File: src/rtl/fault_injector_not_pkg.sv
// Shared definitions for the inverter fault injector: FSM encoding and fault codes.
package fault_injector_not_pkg;

  typedef enum logic [1:0] {
    ST_IDLE   = 2'd0,
    ST_ARM    = 2'd1,
    ST_ACTIVE = 2'd2
  } state_t;

  localparam logic [2:0] CLR   = 3'd0;
  localparam logic [2:0] A_SA0 = 3'd1;
  localparam logic [2:0] A_SA1 = 3'd2;
  localparam logic [2:0] Z_SA0 = 3'd3;
  localparam logic [2:0] Z_SA1 = 3'd4;
  localparam logic [2:0] A1_Z1 = 3'd5;

  // Codes 6 and 7 have no fault behaviour defined and are flagged as errors.
  function automatic logic is_illegal(input logic [2:0] code);
    return code > A1_Z1;
  endfunction

endpackage

File: src/rtl/fault_injector_not_mux.sv
// Combinational inverter datapath with stuck-at overrides on the A input and Z output.
module fault_mux_not
  import fault_injector_not_pkg::*;
(
  input  logic       a_in,
  input  logic [2:0] fault_code,
  output logic       a_eff,
  output logic       z_out
);

  always_comb begin
    a_eff = a_in;
    case (fault_code)
      A_SA0:        a_eff = 1'b0;
      A_SA1, A1_Z1: a_eff = 1'b1;
      default:      a_eff = a_in;
    endcase
  end

  always_comb begin
    z_out = ~a_eff;
    case (fault_code)
      Z_SA0:        z_out = 1'b0;
      Z_SA1, A1_Z1: z_out = 1'b1;
      default:      z_out = ~a_eff;
    endcase
  end

endmodule

File: src/rtl/fault_injector_not.sv
// Command-driven fault injector around an inverter: accepts a fault code, arms it
// for ARM_DELAY cycles, then applies it for a fixed duration or until cleared.
module fault_injector_not
  import fault_injector_not_pkg::*;
#(
  parameter int ARM_DELAY = 2,
  parameter int DUR_W     = 8
) (
  input  logic             clk,
  input  logic             rst_n,
  input  logic             a_in,
  output logic             z_out,
  output logic             a_eff,
  input  logic             cmd_valid,
  output logic             cmd_ready,
  input  logic [2:0]       cmd_code,
  input  logic [DUR_W-1:0] cmd_dur,
  output logic             active,
  output logic [2:0]       fault_state,
  output logic             done,
  output logic             err,
  output logic [7:0]       inj_count
);

  localparam logic [3:0] ARM_LAST = 4'((ARM_DELAY == 0) ? 0 : ARM_DELAY - 1);

  state_t           state;
  state_t           next_state;
  logic [3:0]       arm_cnt;
  logic [DUR_W-1:0] dur_cnt;
  logic             perm_q;
  logic [2:0]       code_q;

  logic accept;
  logic start_fault;
  logic clear_req;
  logic expire;

  assign accept      = cmd_valid && cmd_ready;
  assign start_fault = accept && (state == ST_IDLE) && (cmd_code != CLR) && !is_illegal(cmd_code);
  assign clear_req   = accept && (state == ST_ACTIVE) && (cmd_code == CLR);
  assign expire      = (state == ST_ACTIVE) && !perm_q && (dur_cnt == DUR_W'(1));

  always_ff @(posedge clk or negedge rst_n) begin
    if (!rst_n) state <= ST_IDLE;
    else        state <= next_state;
  end

  always_comb begin
    next_state = state;
    case (state)
      ST_IDLE:   if (start_fault) next_state = (ARM_DELAY == 0) ? ST_ACTIVE : ST_ARM;
      ST_ARM:    if (arm_cnt == ARM_LAST) next_state = ST_ACTIVE;
      ST_ACTIVE: if (clear_req || expire) next_state = ST_IDLE;
      default:   next_state = ST_IDLE;
    endcase
  end

  // Ready is forced low while reset is held so no command can slip in during reset.
  always_comb begin
    cmd_ready   = rst_n && (state != ST_ARM);
    active      = (state == ST_ACTIVE);
    fault_state = active ? code_q : CLR;
  end

  always_ff @(posedge clk or negedge rst_n) begin
    if (!rst_n)                arm_cnt <= '0;
    else if (state == ST_ARM)  arm_cnt <= arm_cnt + 4'd1;
    else                       arm_cnt <= '0;
  end

  // A duration of zero marks the fault permanent; otherwise count down each active cycle.
  always_ff @(posedge clk or negedge rst_n) begin
    if (!rst_n) begin
      code_q  <= CLR;
      dur_cnt <= '0;
      perm_q  <= 1'b0;
    end else if (start_fault) begin
      code_q  <= cmd_code;
      dur_cnt <= cmd_dur;
      perm_q  <= (cmd_dur == '0);
    end else if ((state == ST_ACTIVE) && !perm_q) begin
      dur_cnt <= dur_cnt - DUR_W'(1);
    end
  end

  always_ff @(posedge clk or negedge rst_n) begin
    if (!rst_n) begin
      done      <= 1'b0;
      err       <= 1'b0;
      inj_count <= '0;
    end else begin
      done <= (state == ST_ACTIVE) && (next_state == ST_IDLE);
      if (accept && is_illegal(cmd_code)) err <= 1'b1;
      if ((state != ST_ACTIVE) && (next_state == ST_ACTIVE) && (inj_count != 8'hFF))
        inj_count <= inj_count + 8'd1;
    end
  end

  fault_mux_not u_mux (
    .a_in       (a_in),
    .fault_code (fault_state),
    .a_eff      (a_eff),
    .z_out      (z_out)
  );

endmodule

File: config.mk
export PLATFORM = sky130hd
export DESIGN_NAME = fault_injector_not
export DESIGN_NICKNAME = d
export VERILOG_FILES = /design/src/rtl/fault_injector_not_pkg.sv /design/src/rtl/fault_injector_not_mux.sv /design/src/rtl/fault_injector_not.sv
export SDC_FILE = /design/constraint.sdc
export NUM_CORES = 1
export LEC_CHECK = 0
export ABC_CLOCK_PERIOD_IN_PS = 2500
export CORE_ASPECT_RATIO = 1.2
export CORE_MARGIN = 2
export CORE_UTILIZATION = 50
export DETAILED_ROUTE_END_ITERATION = 10
export MAX_ROUTING_LAYER = met4
export PLACE_DENSITY = 0.79
export SLEW_MARGIN = 10
export SYNTH_ARGS = -nofsm -noshare
export SYNTH_HDL_FRONTEND = slang
export SYNTH_HIERARCHICAL = 1
export SYNTH_SLANG_ARGS = --single-unit
File: constraint.sdc
create_clock -name clk -period 2.5 [get_ports clk]
set_clock_uncertainty 0.1 [all_clocks]
set_input_delay 0.75 -clock clk [delete_from_list [all_inputs] [get_ports clk]]
set_output_delay 0.75 -clock clk [all_outputs]
set_load 0.02 [all_outputs]
# Word-level counts from Yosys, hierarchy flattened
# Index checks and enable logic that the tools add are counted.
# classes
n_addsub,3
n_lt_le_gt_ge,1
eq_ne,13
muxes,10
bitwise,1
reduce_logical,24
# op_table
operator,n
2-to-1 mux 8 bit,2
logical AND 1 bit,13
adder 8 x 1 -> 8 bit (second input constant),1
== test 8 x 1 -> 1 bit (second input constant),1
zero test 8 bit,1
!= test 8 bit (second input constant),1
subtractor 8 x 1 -> 8 bit (second input constant),1
== test 3 x 2 -> 1 bit (second input constant),2
== test 3 bit (second input constant),2
2-to-1 mux 2 bit,3
case mux 2 bit (3 select lines),1
adder 4 x 1 -> 4 bit (second input constant),1
== test 2 bit (second input constant),2
== test 4 x 1 -> 1 bit (second input constant),1
zero test 2 bit,2
2-to-1 mux 4 bit,1
case mux 1 bit (2 select lines),2
OR reduction 2 bit,2
== test 3 x 1 -> 1 bit (second input constant),1
> comparator 3 bit (second input constant),1
zero test 3 bit,1
2-to-1 mux 3 bit,1
nonzero test 3 bit,1
== test 2 x 1 -> 1 bit (second input constant),1
6 further kinds,7
# word_totals
regBits,28
inputBits,15
output_inout_bits,17
wordCells,60

# Logic depth before layout (Yosys ltp)
# depth
depth_word,11
ltp_mapped,6
ltp_nobuf,6

# Hierarchy
# The synthesis kept the hierarchy.
# by_module_without_submodules
mod,n_inst,cells_each,area_per_inst_um2,seq_area_each_um2
fault_injector_not,1,141,1453.9,700.7
fault_mux_not,1,7,51.3,0.0

# Worst setup path before layout
# No wires, ideal clock.
# synth_path
path_kind,register to output
from,reg state[0]
to,out a_eff
t_arrival_ps,1845
required_time_ps,1650
slack_ps,-195
path_stages_with_launch,5
path_buffers,0
cell_sequence,dfrtp_1 nor2b_1 and2_1 and2b_1 a221o_1
# synth_between
elab_chain_cells,5
word_cells_on_any_way,7
cone_classes,eq/ne: 4; mux: 2; reduce/logical: 1
# synth_rtl
item,line,text
"start, declared",fault_injector_not.sv:27,state_t state;
"start signal, assigned",fault_injector_not.sv:46,else state <= next_state;
== test 2 bit *,fault_injector_not.sv:62,active = (state == ST_ACTIVE);
via active,fault_injector_not.sv:18,"output logic active,"
2-to-1 mux 3 bit *,fault_injector_not.sv:63,fault_state = active ? code_q : CLR;
via fault_state[2],fault_injector_not.sv:19,"output logic [2:0] fault_state,"
== test 3 x 2 -> 1 bit or == test 3 bit (tied branches),fault_injector_not_mux.sv:13,case (fault_code)
OR reduction 2 bit,fault_injector_not_mux.sv:13,
case mux 1 bit (2 select lines) *,fault_injector_not_mux.sv:13,
"end, declared",fault_injector_not.sv:13,"output logic a_eff,"
# Mark *: on every way through the listed nets, which the timed path passes. The rest lies on a longest branch.

# Worst setup path after layout
# layout_path
from,reg state[0]
to,out a_eff
# layout_between
elab_chain_cells,5
word_cells_on_any_way,7
cone_classes,eq/ne: 4; mux: 2; reduce/logical: 1
# layout_rtl
item,line
== test 2 bit *,fault_injector_not.sv:62
2-to-1 mux 3 bit *,fault_injector_not.sv:63
== test 3 x 2 -> 1 bit or == test 3 bit (tied branches),fault_injector_not_mux.sv:13
OR reduction 2 bit,fault_injector_not_mux.sv:13
case mux 1 bit (2 select lines) *,fault_injector_not_mux.sv:13
# Mark *: on every way between the ends. The rest lies on a longest branch, timed or not.

==> summary.txt <==
Outcome
  • Outcome: complete, but fails checks
  • Failing checks: setup timing

Setup path
  • Crit-path max FO: 5
  • CP Capture Type: output port
  • Critical Path Slowest Stage Cell: dfrtp_1
  • Reg2reg path depth: 7
  • Crit path DAT: 1770 ps
  • Worst endpoint required time: 1650 ps
  • CP Launch Point: state[0]
  • CP Cell Sequence: nor2b_4 -> and2_4 -> or2b_1 -> a221o_1 -> buf_6
  • Critical Path Start Type: register
  • Critical path class: register to output port
  • Crit-path max cell delay: 440 ps
  • R2r startpoint: arm_cnt[1]

Pwr
  • Maximum vdd drop: 0.646 mV
  • Comb power frac: 0.478
  • Net Sw Power: 720 µW
  • P_int: 1240 µW
  • Sequential power share: 0.368
  • Switching Fraction: 0.367
  • Static leakage: 0.000939 µW
  • Total power: 1960 µW
  • Part of the power in the clock network: 0.155
  • Pwr Density: 939 nW/µm²

Clock tree
  • Worst-Skew Late Latency: 340 ps
  • Worst-path clk slew: 150 ps
  • Clock Tree Root: clkbuf_4
  • H-tree depth: 1
  • Num CTS Buffers: 3
  • Maximum buffer depth of the clock tree: 2
  • CTS tree: built
  • CTS Sinks: 28
  • Hold-fix buffers, CTS: 0

Yosys
  • Share of the synthesized area in the top cell type: 0.466
  • Post-synthesis register bit count: 28
  • Synth area leader: dfrtp_1
  • Synth warn: 6
  • Syn_area_per_cell: 10.2 µm²
  • Synthesized instance count: 148
  • Most frequent cells after synthesis: dfrtp_1 (28), nand2_1 (9), inv_1 (8), nor2_1 (8), o21ai_0 (7)
  • Post-synthesis cell type count: 44
  • Syn Nets: 168
  • Post-synth EDFFs: 0
  • Netlist Area Pre-Place: 1510 µm²
  • Synth Flop Type: dfrtp_1
  • Sequential fraction of the synthesis area: 0.466
  • Count leader, synth: dfrtp_1
  • Asr flop ratio synth: 1.00
  • Synth area leaders: dfrtp_1 (47%), mux2_2 (4.5%), ha_1 (4.2%)

Layout
  • Area delta synth->final: 38.7%
  • ANT cells: 0
  • Final core occ: 0.736
  • Share of cells above drive strength 1: 0.227
  • Nets@finish: 224
  • Final instance count without filler cells: 237

Worst hold path
  • Hold_sp: arm_cnt[0]
  • HP Class: register to register
  • WHS Path Cells: 1

Detailed routing
  • Routed WL per cell: 15.1 µm
  • Drt first pass iters: 6
  • WL final: 3570 µm
  • # DRC: 0
  • Via density: 5.68
  • Via count: 1345
  • Routed Antenna Nets: 0
  • Number of DRC markers in iteration 0: 61

Floorplan
  • FP Rows: 21
  • Effective utilization at floorplan: 0.530
  • Core ar.: 2840 µm²
  • Die Ht: 64.1 µm
  • IO Pins: 32
  • Full die area: 3470 µm²
  • Die width: 54.1 µm

Timing
  • Setup Viol. Count Final: 2
  • Fin. Hold Viols: 0
  • Fmax: 382 MHz
  • Hold Slack: 401 ps
  • Tmin final: 2620 ps
  • Setup ws final: -116 ps
  • Worst-Margin Slew: 379 ps
  • Slew Viols, Final: 0
  • Headroom to the max-slew limit: 0.745
  • RSZ-0062 raised after global routing: yes
  • Fin crit share: 1.05
  • TNS Setup: -125 ps

Global route
  • First-pass GRT wire length: 5930 µm
  • Total track usage: 0.234
  • Initial antenna violation count: 0
  • Pin count of the biggest net entering global routing: 31
  • Vias in the first global route: 1345
  • Remaining Overflow, GRT: 0

Placed design
  • IO Port Bufs: 31
  • Inst Count DP: 229
  • DPL Wire Length: 2720 µm
  • Final Wtd Congestion: 0.866

Job
  • Max cap viols: 0
==> power groups by stage <==
stage	Sequential, µW	Combinational [µW]	Clock, µW
floorplan	741	472	0
detailed placement	725	881	0
global route	742	1020	330
global placement	716	851	0
finish	721	937	304
CTS	716	884	314
==> metal layers <==
| metal | routed length, µm | global-route usage | vias up |
|---|---|---|---|
| met5 | 0 | - | - |
| met4 | 71 | 0.0656 | 0 |
| met3 | 93 | 0.0234 | 8 |
| met2 | 1940 | 0.419 | 30 |
| met1 | 1470 | 0.270 | 652 |
| li1 | - | - | 655 |
==> logic make-up (layout without fill, tap and decap cells) <==
logic type,after synthesis,in the layout,share of synthesized area
AO/OA/AOI/OAI,29,29,0.138
flip-flops,28,28,0.466
XOR/XNOR,6,6,0.0349
multiplexers,8,8,0.0582
adder cells (fa/ha/maj),5,5,0.0416
AND/OR/NAND/NOR,62,62,0.236
buffers and inverters,10,65,0.0258
==> metrics by stage <==
step / cell area [µm²] / setup slack (ps)
2_1_floorplan: 1510 / 32.0
3_3_place_gp: 1990 / -368
3_5_place_dp: 1990 / -404
4_1_cts: 2040 / -165
5_1_grt: 2090 / -182
6_report: 2090 / -116
==> area by class of cell <==
type / count / area [µm²]
Clock inverter: 1 / 30.0
Multi-Input combinational cell: 110 / 792
Timing Repair Buffer: 53 / 470
Inverter: 8 / 30.0
Sequential cell: 28 / 701
Fill cell: 219 / 749
Clock buffer: 3 / 22.5
Tap cell: 34 / 42.5
==> flip-flops by register name (all words and copies together) (netlist names) <==
signal and flops:
code_q 3, dur_cnt 8, inj_count 8, state 2, perm_q 1, arm_cnt 4, err 1, done 1
==> layout by cell type (no fill, tap or decap), types with 3 or more instances in the layout <==
cell type and instances:
nor4_1 5, a221o_1 4, nand2_1 9, nor3_1 5, and3_1 4, dfrtp_1 28
nor3b_1 3, inv_1 8, buf_6 3, buf_4 22, clkdlybuf4s50_1 24, nand2b_1 3
nor2_1 8, o21ai_0 7, mux2_2 6, xnor2_1 4, ha_1 5, nand3_1 6
and2_4 3, a21oi_1 4, dlygate4sd2_1 3, clkbuf_4 3
==> path summary, 6_finish.rpt <==
| check | slack [ps] | endpoint |
|---|---|---|
| hold / removal | 400 | arm_cnt[0] |
| max in group asynchronous | 1330 | code_q[0] |
| setup / recovery | -120 | a_eff |
| setup reg to reg | 590 | inj_count[6] |
| hold reg to reg | 400 | arm_cnt[0] |
| min in group asynchronous | 700 | inj_count[5] |
==> critical path, delay by kind of cell (launching register included) <==
kind | cells | cell delay, ps
compound gates | 1 | 300
buf+inv | 1 | 140
flops | 1 | 440
simple gates | 3 | 550
==> what timing repair did <==
item / CTS / global route
setup buffers: 2 / 2
gates resized for setup: 15 / 11
setup endpoints to repair: 6 / 4
pin swaps: 0 / 2
No activity file was read; power rests on OpenSTA's default activity.
==> variant 1: new RTL, same flow settings <==
Reset style: synchronous (`rst_n`), changed in 4 clocked blocks.
--- a/src/rtl/fault_injector_not.sv
+++ b/src/rtl/fault_injector_not.sv
@@ -41,7 +41,7 @@
   assign clear_req   = accept && (state == ST_ACTIVE) && (cmd_code == CLR);
   assign expire      = (state == ST_ACTIVE) && !perm_q && (dur_cnt == DUR_W'(1));
 
-  always_ff @(posedge clk or negedge rst_n) begin
+  always_ff @(posedge clk) begin
     if (!rst_n) state <= ST_IDLE;
     else        state <= next_state;
   end
@@ -63,14 +63,14 @@
     fault_state = active ? code_q : CLR;
   end
 
-  always_ff @(posedge clk or negedge rst_n) begin
+  always_ff @(posedge clk) begin
     if (!rst_n)                arm_cnt <= '0;
     else if (state == ST_ARM)  arm_cnt <= arm_cnt + 4'd1;
     else                       arm_cnt <= '0;
   end
 
   // A duration of zero marks the fault permanent; otherwise count down each active cycle.
-  always_ff @(posedge clk or negedge rst_n) begin
+  always_ff @(posedge clk) begin
     if (!rst_n) begin
       code_q  <= CLR;
       dur_cnt <= '0;
@@ -84,7 +84,7 @@
     end
   end
 
-  always_ff @(posedge clk or negedge rst_n) begin
+  always_ff @(posedge clk) begin
     if (!rst_n) begin
       done      <= 1'b0;
       err       <= 1'b0;
Behaviour: differs if rst_n is asserted again (counterexample within 4 cycles, from zero or initial values and one cycle with rst_n low); with rst_n held inactive, the same outputs for 10 cycles.
==> variant 1 against the original RTL <==
The flow still finishes with violations (negative setup slack); wire length down 6.4%; sequential cell count unchanged; synthesized area fell by 5.2%; final area is 8.9% lower; final cell count is 4.2% higher; register-to-register slack better by 0.06 ns; critical path depth stayed put; worst setup slack improved by 0.077 ns; critical endpoint unchanged; highest routed layer unchanged.
Power is not compared: it rests on default switching activity, and its combinational part moved more than twofold at a synthesized area within 25%.
==> variant 1: results (changes against the original RTL) <==
Synth cell count leaders - dfxtp_1, a21oi_1, nand3_1, nor2_1, nand2_1 (was dfrtp_1, nand2_1, inv_1, nor2_1, o21ai_0)
Routed WL - 3.342 mm (was 3.570 mm)
Post-CTS Setup Bufs - 0 (was 2)
Largest net degree at the start of global routing - 24 (was 31)
DPL Wire Length - 2.471 mm (was 2.721 mm)
Final worst slack - -0.03857 ns (was -0.1160 ns)
Synth area leaders - dfxtp_1, a21oi_1, nand3_1 (was dfrtp_1, mux2_2, ha_1)
Clk_lat worst skew - 0.32 ns (was 0.34 ns)
Post-synthesis mux area share - 0% (was 5.819%)
Vias in the first global route - 1419 (was 1345)
First drt pass iteration count - 4 (was 6)
Vias per cell - 5.769 (was 5.675)
Cell leakage power - 0.7025 nW
Slowest CP cell - dfxtp_2 (was dfrtp_1)
Post-cts resize count - 16 (was 15)
Worst VDD drop - 0.3015 mV
Antenna violations before repair - 0 (unchanged)
Class of the worst hold path - flip-flop to flip-flop (unchanged)
Total track usage - 23.19% (was 23.45%)
Ant. Diodes - 0 (unchanged)
CP peak stage delay - 0.35 ns (was 0.44 ns)
Post-synthesis xor/xnor area fraction - 1.842% (was 3.491%)
Adder-Cell Fraction of Synth Area - 4.386% (was 4.156%)
Ys flop type - dfxtp_1 (was dfrtp_1)
Area fraction in compound gates after synthesis - 19.21% (was 13.80%)
Gpl congestion - 0.8403 (was 0.8659)
Max transition margin - 70.01% (was 74.50%)
Failing checks - negative setup slack (unchanged)
Clock-net power - 221 µW
Ys async rst share - 0% (was 100.0%)
Share of cells above drive strength 1 - 14.55% (was 22.66%)
Final Setup Violations - 1 (was 2)
Status - complete, but fails checks (unchanged)
Fin nets - 234 (was 224)
First-pass GRT wire length - 5.844 mm (was 5.927 mm)
Sequential area share after synthesis - 39.30% (was 46.55%)
Synth warnings - 6 (unchanged)
CP arrival - 1.69 ns (was 1.77 ns)
Net Count, Synth - 191 (was 168)
DR iter-0 viols - 31 (was 61)
## variant 1: changes by cell type after synthesis, moves of 5 or more
cell,before,now
a21oi_1,5,25
dfrtp_1,28,0
dfxtp_1,0,28
mux2_2,6,0
nand3_1,6,15
nor2_1,8,15
or4_1,0,5
## variant 1: stage by stage
step / TNS, ns / setup slack, ns / instance area (µm²) / total power [mW] / instances
after floorplan: 0 / 0.09435 / 1434 / 0.5341 / 171
after global placement: -0.9528 / -0.3688 / 1851 / 0.5848 / 242
after detailed placement: -1.590 / -0.3870 / 1851 / 0.5876 / 242
after CTS: -0.07434 / -0.07434 / 1882 / 0.8044 / 246
after global routing: -0.1312 / -0.1194 / 1903 / 0.8392 / 247
final: -0.03857 / -0.03857 / 1903 / 0.7988 / 247
## variant 1: worst paths after layout
path | start | endpoint | slack [ns] | cells past startpoint
setup / recovery | state[1]$_SDFF_PN0_ | a_eff | -0.04 | 5
hold / removal | code_q[2]$_SDFFE_PN0P_ | code_q[2]$_SDFFE_PN0P_ | 0.38 | 2
setup reg to reg | state[0]$_SDFF_PN0_ | perm_q$_SDFFE_PN0P_ | 0.65 | 5
hold reg to reg | code_q[2]$_SDFFE_PN0P_ | code_q[2]$_SDFFE_PN0P_ | 0.38 | 2
## variant 1: metal layers
layer / track usage [%] / vias up / wire length (µm)
li1: - / 715 / -
met1: 26.48 / 672 / 1423
met2: 40.31 / 34 / 1728
met3: 2.392 / 4 / 153
met4: 8.974 / 0 / 36
met5: - / - / 0
## variant 1: final cells by class
type | instances | area, µm²
flip-flops and latches | 28 | 563.0
multi-input cells | 131 | 829.5
well taps | 34 | 42.54
fillers | 235 | 855.8
repair buffers | 44 | 409.1
clock buffers | 4 | 36.28
inverters | 6 | 22.52
==> variant 2: new RTL, same flow settings <==
Made on the original files. Set the parameter `DUR_W` to 10 (it was 8).
--- a/src/rtl/fault_injector_not.sv
+++ b/src/rtl/fault_injector_not.sv
@@ -4,7 +4,7 @@
   import fault_injector_not_pkg::*;
 #(
   parameter int ARM_DELAY = 2,
-  parameter int DUR_W     = 8
+  parameter int DUR_W     = 10
 ) (
   input  logic             clk,
   input  logic             rst_n,
Interface: changed (resized cmd_dur); port bits go from 32 to 34. The function was not compared with the original's and may differ.
==> variant 2 against the original RTL <==
The run still ends with negative setup slack left; power rose by 5.6%; via count grew 8.4%; clock power decreased by 11%; worst setup slack better by 0.0053 ns; highest routed layer unchanged; critical path depth increased by 2; wire length grew 14%; count of clock-buffer cells in the layout is 2 higher; synthesized area grew 11%; sequential cell count grew 2; first-iteration DRC count decreased by 44%; non-clock buffer count stayed put; final area up 7.1%.
==> variant 2: results (changes against the original RTL) <==
Share of cells above drive strength 1 - 21.03% (was 22.66%)
Seq cells - 30 (was 28)
Mean Syn Cell Area - 10.60 µm² (was 10.17 µm²)
Vias per cell - 5.832 (was 5.675)
Met2 Wirelength - 2.135 mm (was 1.936 mm)
Layout area overhead - 34.36% (was 38.74%)
Clock buf/inv share - 2.126% (was 2.516%)
Signal buffers share of area - 21.21% (was 22.53%)
Hold Path Origin - err$_DFFE_PN0P_ (was arm_cnt[0]$_DFF_PN0_)
Placed inst area - 0.002168 mm² (was 0.001989 mm²)
Sequential area share after synthesis - 45.11% (was 46.55%)
Power Combinational - 998 µW (was 937 µW)
Global Route met2 Usage - 46.22% (was 41.92%)
Leading registers by flop count - dur_cnt x10, inj_count x8, arm_cnt x4 (was dur_cnt x8, inj_count x8, arm_cnt x4)
Final worst slack - -0.1107 ns (was -0.1160 ns)
Largest net degree at the start of global routing - 33 (was 31)
Hold Slack - 0.3825 ns (was 0.4008 ns)
Register area - 750.7 µm² (was 700.7 µm²)
DP Cell Count - 241 (was 229)
Clkbuf count - 5 (was 3)
DRT met1 WL - 1.662 mm (was 1.469 mm)
Htree depth - 2 (was 1)
FF-to-FF path depth - 5 (was 7)
Non-clock inverters - 6 (was 8)
Critical Path Start - state[1]$_DFF_PN0_ (was state[0]$_DFF_PN0_)
Cells on Worst Hold Path - 1 (unchanged)
Hold Path End - err$_DFFE_PN0P_ (was arm_cnt[0]$_DFF_PN0_)
Flop2flop setup slack - 0.49 ns (was 0.59 ns)
Internal power - 1.272 mW (was 1.242 mW)
Worst VDD drop - 0.6521 mV (was 0.6462 mV)
Worst slew pin tran - 0.5531 ns (was 0.3790 ns)
DR iter-0 viols - 34 (was 61)
RR Startpoint - state[0]$_DFF_PN0_ (was arm_cnt[1]$_DFF_PN0_)
Total track usage - 25.35% (was 23.45%)
PortBufs - 33 (was 31)
Vias in the first global route - 1600 (was 1345)
Fill count - 258 (was 219)
DPL Wire Length - 3.092 mm (was 2.721 mm)
Vias - 1458 (was 1345)
Critical Path Fanout Max - 4 (was 5)
Status - complete, but fails checks (unchanged)
R2r endpoint - dur_cnt[7]$_DFFE_PN0P_ (was inj_count[6]$_DFFE_PN0P_)
First drt pass iteration count - 4 (was 6)
Met3 usage - 5.172% (was 2.336%)
Routed wire length on met3 - 166 µm (was 93 µm)
Post-Route Setup TNS - -0.1107 ns (was -0.1255 ns)
Place WS - -0.4042 ns (was -0.4040 ns)
DR WL/cell - 16.21 µm (was 15.06 µm)
Cell leakage power - 0.9834 nW (was 0.9385 nW)
Met1 usage - 25.34% (was 26.97%)
Clock-net power - 270 µW (was 304 µW)
DIE WIDTH - 56.67 µm (was 54.09 µm)
Failing checks - negative setup slack (unchanged)
First-pass GRT wire length - 7.072 mm (was 5.927 mm)
Post-CTS Setup Bufs - 0 (was 2)
Synth cell count leaders - dfrtp_1, nand3_1, nor2_1 (was dfrtp_1, nand2_1, inv_1, nor2_1, o21ai_0)
Net Count, Synth - 179 (was 168)
Final Setup Violations - 1 (was 2)
Final Total Pwr - 2.073 mW (was 1.962 mW)
==> variant 2: changes by cell type after synthesis, moves of 3 or more <==
cell,before,now
nand3_1,6,13
mux2_2,6,0
mux2_4,0,4
o211ai_1,1,5
inv_1,8,5
mux2_1,0,3
nor4_1,5,8
o21ai_0,7,4
o21ai_1,0,3
xnor2_1,4,7
==> variant 2: critical path, cell delays in order (launching register included) <==
cell      delay (ns)
dfrtp_1         0.42
nand2b_4        0.10
inv_4           0.04
and2_4          0.15
buf_6           0.11
and3b_2         0.20
a221o_1         0.28
buf_6           0.14
==> variant 2: cell families after synthesis <==
| group | Yosys count | synth area share, % |
|---|---|---|
| compound gates | 28 | 13.38 |
| simple gates | 69 | 25.19 |
| buf+inv | 9 | 2.105 |
| fa+ha+maj | 5 | 3.759 |
| flops | 30 | 45.11 |
| xor+xnor | 8 | 4.211 |
| mux | 8 | 6.241 |
